File: src/rtl/exe_muldiv_unit.sv
// exe_muldiv_unit
//   Iterative RV32M multiply/divide unit living in the EXE stage. It takes one
//   operand pair from ID_EXE and runs a shift-add multiply or a restoring
//   divide, one bit per cycle. While it works it pulls exe_ready low so the
//   hazard unit freezes everything upstream and the operands stay put.
//
// Ports
//   clk        system clock, rising edge
//   rst_n      asynchronous active-low reset
//   op_valid   ID_EXE holds an M-extension instruction
//   op_funct3  0 MUL, 1 MULH, 2 MULHSU, 3 MULHU, 4 DIV, 5 DIVU, 6 REM, 7 REMU
//   rs1_data   operand A (after forwarding)
//   rs2_data   operand B (after forwarding)
//   advance    ID_EXE -> EXE_MEM moves this cycle
//   flush      kill any in-flight operation
//   exe_ready  low = stall upstream stages
//   done       result valid this cycle
//   result     product half / quotient / remainder
module exe_muldiv_unit #(
  parameter int XLEN  = 32,
  parameter int CNT_W = 6
) (
  input  logic            clk,
  input  logic            rst_n,
  input  logic            op_valid,
  input  logic [2:0]      op_funct3,
  input  logic [XLEN-1:0] rs1_data,
  input  logic [XLEN-1:0] rs2_data,
  input  logic            advance,
  input  logic            flush,
  output logic            exe_ready,
  output logic            done,
  output logic [XLEN-1:0] result
);

  localparam logic [XLEN-1:0]  MIN_INT   = {1'b1, {(XLEN-1){1'b0}}};
  localparam logic [CNT_W-1:0] LAST_ITER = CNT_W'(XLEN - 1);

  typedef enum logic [1:0] {
    IDLE,
    BUSY,
    DONE
  } state_t;

  state_t state;
  state_t state_next;

  // hi/lo hold {product high, product low} for multiply and
  // {remainder, quotient} for divide; opb is multiplicand or divisor.
  logic [CNT_W-1:0] count;
  logic [XLEN-1:0]  hi;
  logic [XLEN-1:0]  lo;
  logic [XLEN-1:0]  opb;
  logic [2:0]       funct3;
  logic             neg_pq;
  logic             neg_r;

  logic            accept;
  logic            signed_a;
  logic            signed_b;
  logic            sign_a;
  logic            sign_b;
  logic            is_div;
  logic            div_zero;
  logic            div_ovf;
  logic [XLEN-1:0] abs_a;
  logic [XLEN-1:0] abs_b;

  logic [XLEN:0]   mul_sum;
  logic [XLEN:0]   div_shift;
  logic [XLEN:0]   div_trial;

  logic [2*XLEN-1:0] product_c;
  logic [XLEN-1:0]   result_sel;

  assign accept = (state == IDLE) && op_valid && !flush;

  // Operand decode at accept time: which operands are treated as signed,
  // their magnitudes, and whether a divide can skip the iterative loop.
  always_comb begin
    signed_a = (op_funct3 == 3'd1) || (op_funct3 == 3'd2) ||
               (op_funct3 == 3'd4) || (op_funct3 == 3'd6);
    signed_b = (op_funct3 == 3'd1) || (op_funct3 == 3'd4) ||
               (op_funct3 == 3'd6);
    sign_a   = signed_a && rs1_data[XLEN-1];
    sign_b   = signed_b && rs2_data[XLEN-1];
    abs_a    = sign_a ? -rs1_data : rs1_data;
    abs_b    = sign_b ? -rs2_data : rs2_data;
    is_div   = op_funct3[2];
    div_zero = is_div && (rs2_data == '0);
    // Only the signed forms can overflow (MIN_INT / -1).
    div_ovf  = is_div && !op_funct3[0] && (rs1_data == MIN_INT) &&
               (rs2_data == '1);
  end

  // One iteration step for each algorithm. The extra top bit keeps the
  // multiply carry and serves as the borrow flag of the trial subtract.
  always_comb begin
    mul_sum   = lo[0] ? ({1'b0, hi} + {1'b0, opb}) : {1'b0, hi};
    div_shift = {hi, lo[XLEN-1]};
    div_trial = div_shift - {1'b0, opb};
  end

  // State register.
  always_ff @(posedge clk or negedge rst_n) begin
    if (!rst_n) begin
      state <= IDLE;
    end else begin
      state <= state_next;
    end
  end

  // Next-state logic. Flush beats everything; DONE only leaves on advance so a
  // dcache-miss stall cannot cause the op to run again.
  always_comb begin
    state_next = state;
    case (state)
      IDLE: begin
        if (accept) begin
          state_next = (div_zero || div_ovf) ? DONE : BUSY;
        end
      end
      BUSY: begin
        if (count == LAST_ITER) begin
          state_next = DONE;
        end
      end
      DONE: begin
        if (advance) begin
          state_next = IDLE;
        end
      end
      default: state_next = IDLE;
    endcase
    if (flush) begin
      state_next = IDLE;
    end
  end

  // Datapath registers. Fast-path divides store final values with the
  // negate flags cleared, so the DONE selection needs no special case.
  always_ff @(posedge clk or negedge rst_n) begin
    if (!rst_n) begin
      count  <= '0;
      hi     <= '0;
      lo     <= '0;
      opb    <= '0;
      funct3 <= '0;
      neg_pq <= 1'b0;
      neg_r  <= 1'b0;
    end else if (accept) begin
      funct3 <= op_funct3;
      count  <= '0;
      if (div_zero) begin
        lo     <= '1;
        hi     <= rs1_data;
        opb    <= '0;
        neg_pq <= 1'b0;
        neg_r  <= 1'b0;
      end else if (div_ovf) begin
        lo     <= MIN_INT;
        hi     <= '0;
        opb    <= '0;
        neg_pq <= 1'b0;
        neg_r  <= 1'b0;
      end else begin
        lo     <= abs_a;
        hi     <= '0;
        opb    <= abs_b;
        neg_pq <= sign_a ^ sign_b;
        neg_r  <= sign_a;
      end
    end else if ((state == BUSY) && !flush) begin
      count <= count + CNT_W'(1);
      if (funct3[2]) begin
        if (!div_trial[XLEN]) begin
          hi <= div_trial[XLEN-1:0];
          lo <= {lo[XLEN-2:0], 1'b1};
        end else begin
          hi <= div_shift[XLEN-1:0];
          lo <= {lo[XLEN-2:0], 1'b0};
        end
      end else begin
        hi <= mul_sum[XLEN:1];
        lo <= {mul_sum[0], lo[XLEN-1:1]};
      end
    end
  end

  // Output logic. The product is sign-corrected as a full 2*XLEN value so
  // both MUL and MULH* read from the same corrected word.
  always_comb begin
    product_c = neg_pq ? -{hi, lo} : {hi, lo};
    case (funct3)
      3'd0:          result_sel = product_c[XLEN-1:0];
      3'd1, 3'd2,
      3'd3:          result_sel = product_c[2*XLEN-1:XLEN];
      3'd4, 3'd5:    result_sel = neg_pq ? -lo : lo;
      default:       result_sel = neg_r ? -hi : hi;
    endcase
    done      = (state == DONE) && !flush;
    result    = done ? result_sel : '0;
    exe_ready = !(accept || (state == BUSY));
  end

endmodule

File: config.mk
export PLATFORM = sky130hd
export DESIGN_NAME = exe_muldiv_unit
export DESIGN_NICKNAME = d
export VERILOG_FILES = /design/src/rtl/exe_muldiv_unit.sv
export SDC_FILE = /design/constraint.sdc
export NUM_CORES = 1
export LEC_CHECK = 0
export ABC_CLOCK_PERIOD_IN_PS = 3400
export CORE_UTILIZATION = 55
export CTS_CLUSTER_SIZE = 28
export DETAILED_ROUTE_END_ITERATION = 10
export GPL_TIMING_DRIVEN = 0
export PLACE_DENSITY = 0.83
export SLEW_MARGIN = 10
export SYNTH_ARGS = -nofsm -noshare
export SYNTH_HDL_FRONTEND = slang
export SYNTH_SLANG_ARGS = --single-unit
File: constraint.sdc
create_clock -name clk -period 3.4 [get_ports clk]
set_clock_uncertainty 0.05 [all_clocks]
set_input_delay 0.51 -clock clk [delete_from_list [all_inputs] [get_ports clk]]
set_output_delay 0.51 -clock clk [all_outputs]
set_load 0.03 [all_outputs]
==> impl_summary.log <==
INFO  metric drc_errors = 0
INFO  metric synth.yosys.seq_area_share = about 20%
INFO  metric globalplace.congestion = 1.06
INFO  metric seqPwrFrac = 14.2%
INFO  metric grt.total_usage = 50.0%
INFO  metric grt_antenna_before_repair = 2
INFO  metric numCtsBuffers = 9
INFO  metric final_net_count = 2128
INFO  metric cts-htree-levels = 3
INFO  metric cts_max_path_buffers = 2
INFO  metric ios = 106
INFO  metric syn2layout_area_growth = 26.1%
INFO  metric fp.dieH = 160 um
INFO  metric placedInstanceArea = roughly 15000 um2
INFO  metric place.port_buffers = 104
INFO  metric root_buffer = sky130_fd_sc_hd__clkbuf_16
INFO  metric clock_tree_from_tritoncts = done
INFO  metric netlist_instances = 1805
INFO  metric ys_top_cells_by_area = sky130_fd_sc_hd__dfrtp_1 20%, sky130_fd_sc_hd__xnor2_1 6.9%, sky130_fd_sc_hd__ha_1 6.4%, sky130_fd_sc_hd__xor2_1 5.6%, sky130_fd_sc_hd__a21oi_1 5.5%
INFO  metric asyncSetResetFlopFracSynth = 100%
INFO  metric grt_max_degree = 83
INFO  metric grt_first_pass_wirelength = about 96000 um
INFO  metric static-leakage-power = around 6.9 nW
INFO  metric power.combinational.fraction = 79.2%
INFO  metric power-per-cell-area = 1020 nW/um2
INFO  metric power.clock.fraction = about 6.6%
INFO  metric tightest_slew = 1140 ps
INFO  metric finalSetupViolations = 64
INFO  metric final_design_area_no_fill = 17200 um2
INFO  metric layout_setup_ws = -827 ps
INFO  metric timing.critical_path.fanout_max = 10
INFO  metric clock_sink_count = ~110
INFO  metric hold_slack = 484 ps
INFO  metric synth_top_cell_area_share = approximately a fifth
INFO  metric worstReg2RegStart = lo[31]$_DFFE_PN0P_
INFO  metric worstPathArrival = 3670 ps
INFO  metric maxClockFrequency = between 200 and 250 MHz
INFO  metric drv_cap = 0
INFO  metric avgViaCountPerCell = just over 7
INFO  metric drt-total-wl = 64800 um
INFO  metric critical_path.startpoint_type = flip-flop
INFO  metric required = 2840 ps
INFO  metric run_status = complete, but fails checks
INFO  metric rows = 57
INFO  metric p_sw_share = 54.7%
INFO  metric count_of_flip_flops_with_a_built_in_enable_after_synthesis = 0
INFO  metric total_switching_power = roughly 9.6 mW
INFO  metric timing.max_slew.rel_slack = 23.7%
INFO  metric drive_above_1_share = about 18%
INFO  metric power.ir.vdd_worst = ~970 uV
INFO  metric setup.worst_path.start = funct3[2]$_DFFE_PN0P_
INFO  metric post-route-min-period = between 4000 and 5000 ps
INFO  metric syn_area = 13700 um2
INFO  metric criticalPathCategory = flip-flop to output pin
INFO  metric synth.lib_cells_used.distinct = 91
INFO  metric post-route-period-util = 124%
INFO  metric critical_path.cell_chain = clkbuf_1 > clkinv_1 > a21oi_1 > o21ai_0 > o211a_1 > a21oi_2 > buf_4
INFO  metric synthFlopType = sky130_fd_sc_hd__dfrtp_1
INFO  metric postSynthRegisterBits = approximately 110
INFO  metric worst_path_max_delay_cell = sky130_fd_sc_hd__a21oi_1
INFO  metric fp.coreArea = 24300 um2
INFO  metric net_count_of_the_mapped_netlist = between 1500 and 2000
INFO  metric worst_setup_path_end_kind = output pin
INFO  metric hold_path_class = primary input to flip-flop
INFO  metric stdcell_count = around 2300
INFO  metric violations_in_the_final_reports = negative setup slack
INFO  metric p_int = roughly 8 mW
INFO  metric instance_count_after_placement_with_tap_cells_included = 2234
INFO  metric synth_area_leader_cell = sky130_fd_sc_hd__dfrtp_1
INFO  metric drtAntennaViolNets = 0
INFO  metric yosys_warnings = 0
INFO  metric detailedPlacementHpwl = 48100 um
INFO  metric worst_skew_pair.late_latency = 370 ps
INFO  metric vias = roughly 17000
INFO  metric drt-wirelength-per-cell = about 28 um
INFO  metric detailedRoute.firstIterationViolations = approximately 2500
INFO  metric final_report_max_slew_violation_count = 0
INFO  metric timing.critical_path.slowest_cell_delay = 1020 ps
INFO  metric chipWidth = approximately 160 um
INFO  metric first_pass_iters = 8
INFO  metric initial_utilization = about 56%
INFO  metric hold_viol = 0
INFO  metric synthesis.area_per_instance = between 7 and 8 um2
INFO  metric hold_path.startpoint = rs2_data[8]
INFO  metric post-route-util = 70.9%
INFO  metric clkSlewWorstSetupHoldPaths = 80 ps
INFO  metric via_count_of_the_first_global_routing_pass = 15973
INFO  metric globalRouteOverflowTotal = 0
INFO  metric synthMostInstantiatedCell = sky130_fd_sc_hd__a21oi_1
INFO  metric synth_top_cells_by_count = 151 x sky130_fd_sc_hd__a21oi_1, 150 x sky130_fd_sc_hd__o21ai_0, 145 x sky130_fd_sc_hd__nand2_1, 117 x sky130_fd_sc_hd__nor2_1, 116 x sky130_fd_sc_hd__clkbuf_1
INFO  metric floorplan.die_area = 25500 um2
INFO  metric unrepaired_setup_endpoints_after_global_routing = yes
power groups by stage:
stage | clock network, mW | logic, mW | registers, mW
floorplan | 0 | 7.75 | 2.18
global placement | 0 | 10.6 | 2.45
detailed placement | 0 | 10.8 | 2.48
CTS | 1.13 | 12.7 | 2.41
global route | 1.18 | 14.5 | 2.50
finish | 1.16 | 13.9 | 2.49
state kept, by name, summed over array words and instances (netlist names):
register / count
funct3: 3
count: 6
neg_pq: 1
hi: 32
opb: 32
neg_r: 1
lo: 32
state: 2
final timing paths:
path,endpoint,slack (ps),depth (start not counted)
setup / recovery,result[21],-830,7
hold / removal,opb[8]$_DFFE_PN0P_,480,3
setup reg to reg,hi[24]$_DFFE_PN0P_,-340,14
hold reg to reg,count[5]$_DFFE_PN0P_,510,2
max in group asynchronous,hi[0]$_DFFE_PN0P_,1970,3
min in group asynchronous,lo[26]$_DFFE_PN0P_,530,2
stage by stage:
stage	setup slack [ps]	power (mW)	TNS, ps
floorplan	-204	9.93	-540
global placement	-3100	13.1	-418920
detailed placement	-1570	13.2	-133340
CTS	-720	16.2	-19470
global route	-820	18.2	-26930
finish	-827	17.6	-25380
what timing repair did:
action	CTS	global route
resized for setup	404	74
buffers inserted	62	8
hold endpoints to repair	27	0
hold buffers	1	0
setup endpoints to repair	132	103
cloned	2	1
pin swaps	64	38
kinds of logic after synthesis:
family / count (synthesis) / synth area share (%)
DFF: 109 / 20.0
AOI/OAI and AO/OA: 642 / 30.6
xor gates and xnor gates: 195 / 12.5
muxes: 68 / 5.11
buffers and inverters: 213 / 6.14
adders and majority gates: 72 / 6.70
and+or+nand+nor: 506 / 19.0
layer usage:
metal | GRT usage (%) | up-vias | part of all wire, %
met5 | 0 | - | 0
met4 | 40.1 | 0 | 10
met3 | 15.3 | 461 | 13
met2 | 78.1 | 1348 | 43
met1 | 56.8 | 7845 | 34
li1 | - | 7078 | -
final cells by class:
type	instances	area (um2)
plain buffers	139	707
fillers	1971	7080
well taps	324	405
inverters	65	253
diodes	2	5.00
flip-flops and latches	109	2740
clock inverters	6	71.3
repair buffers	177	1790
multi-input cells	1483	11000
clock buffers	10	229
worst max-delay path: cells and delay by family (launching register included):
family,cells,cell delay [ps]
AOI/OAI and AO/OA,4,1950
DFF,1,320
buffers and inverters,3,1020
placed cells by master (no fill, tap or decap), drive strengths merged, types with 70 or more instances in the layout:
master / n
o21ai: 177
a21oi: 151
nand2: 146
buf: 136
nor2: 118
clkbuf: 118
dfrtp: 109
xnor2: 108
xor2: 87
ha: 70
(Power assumes the default switching activity.)
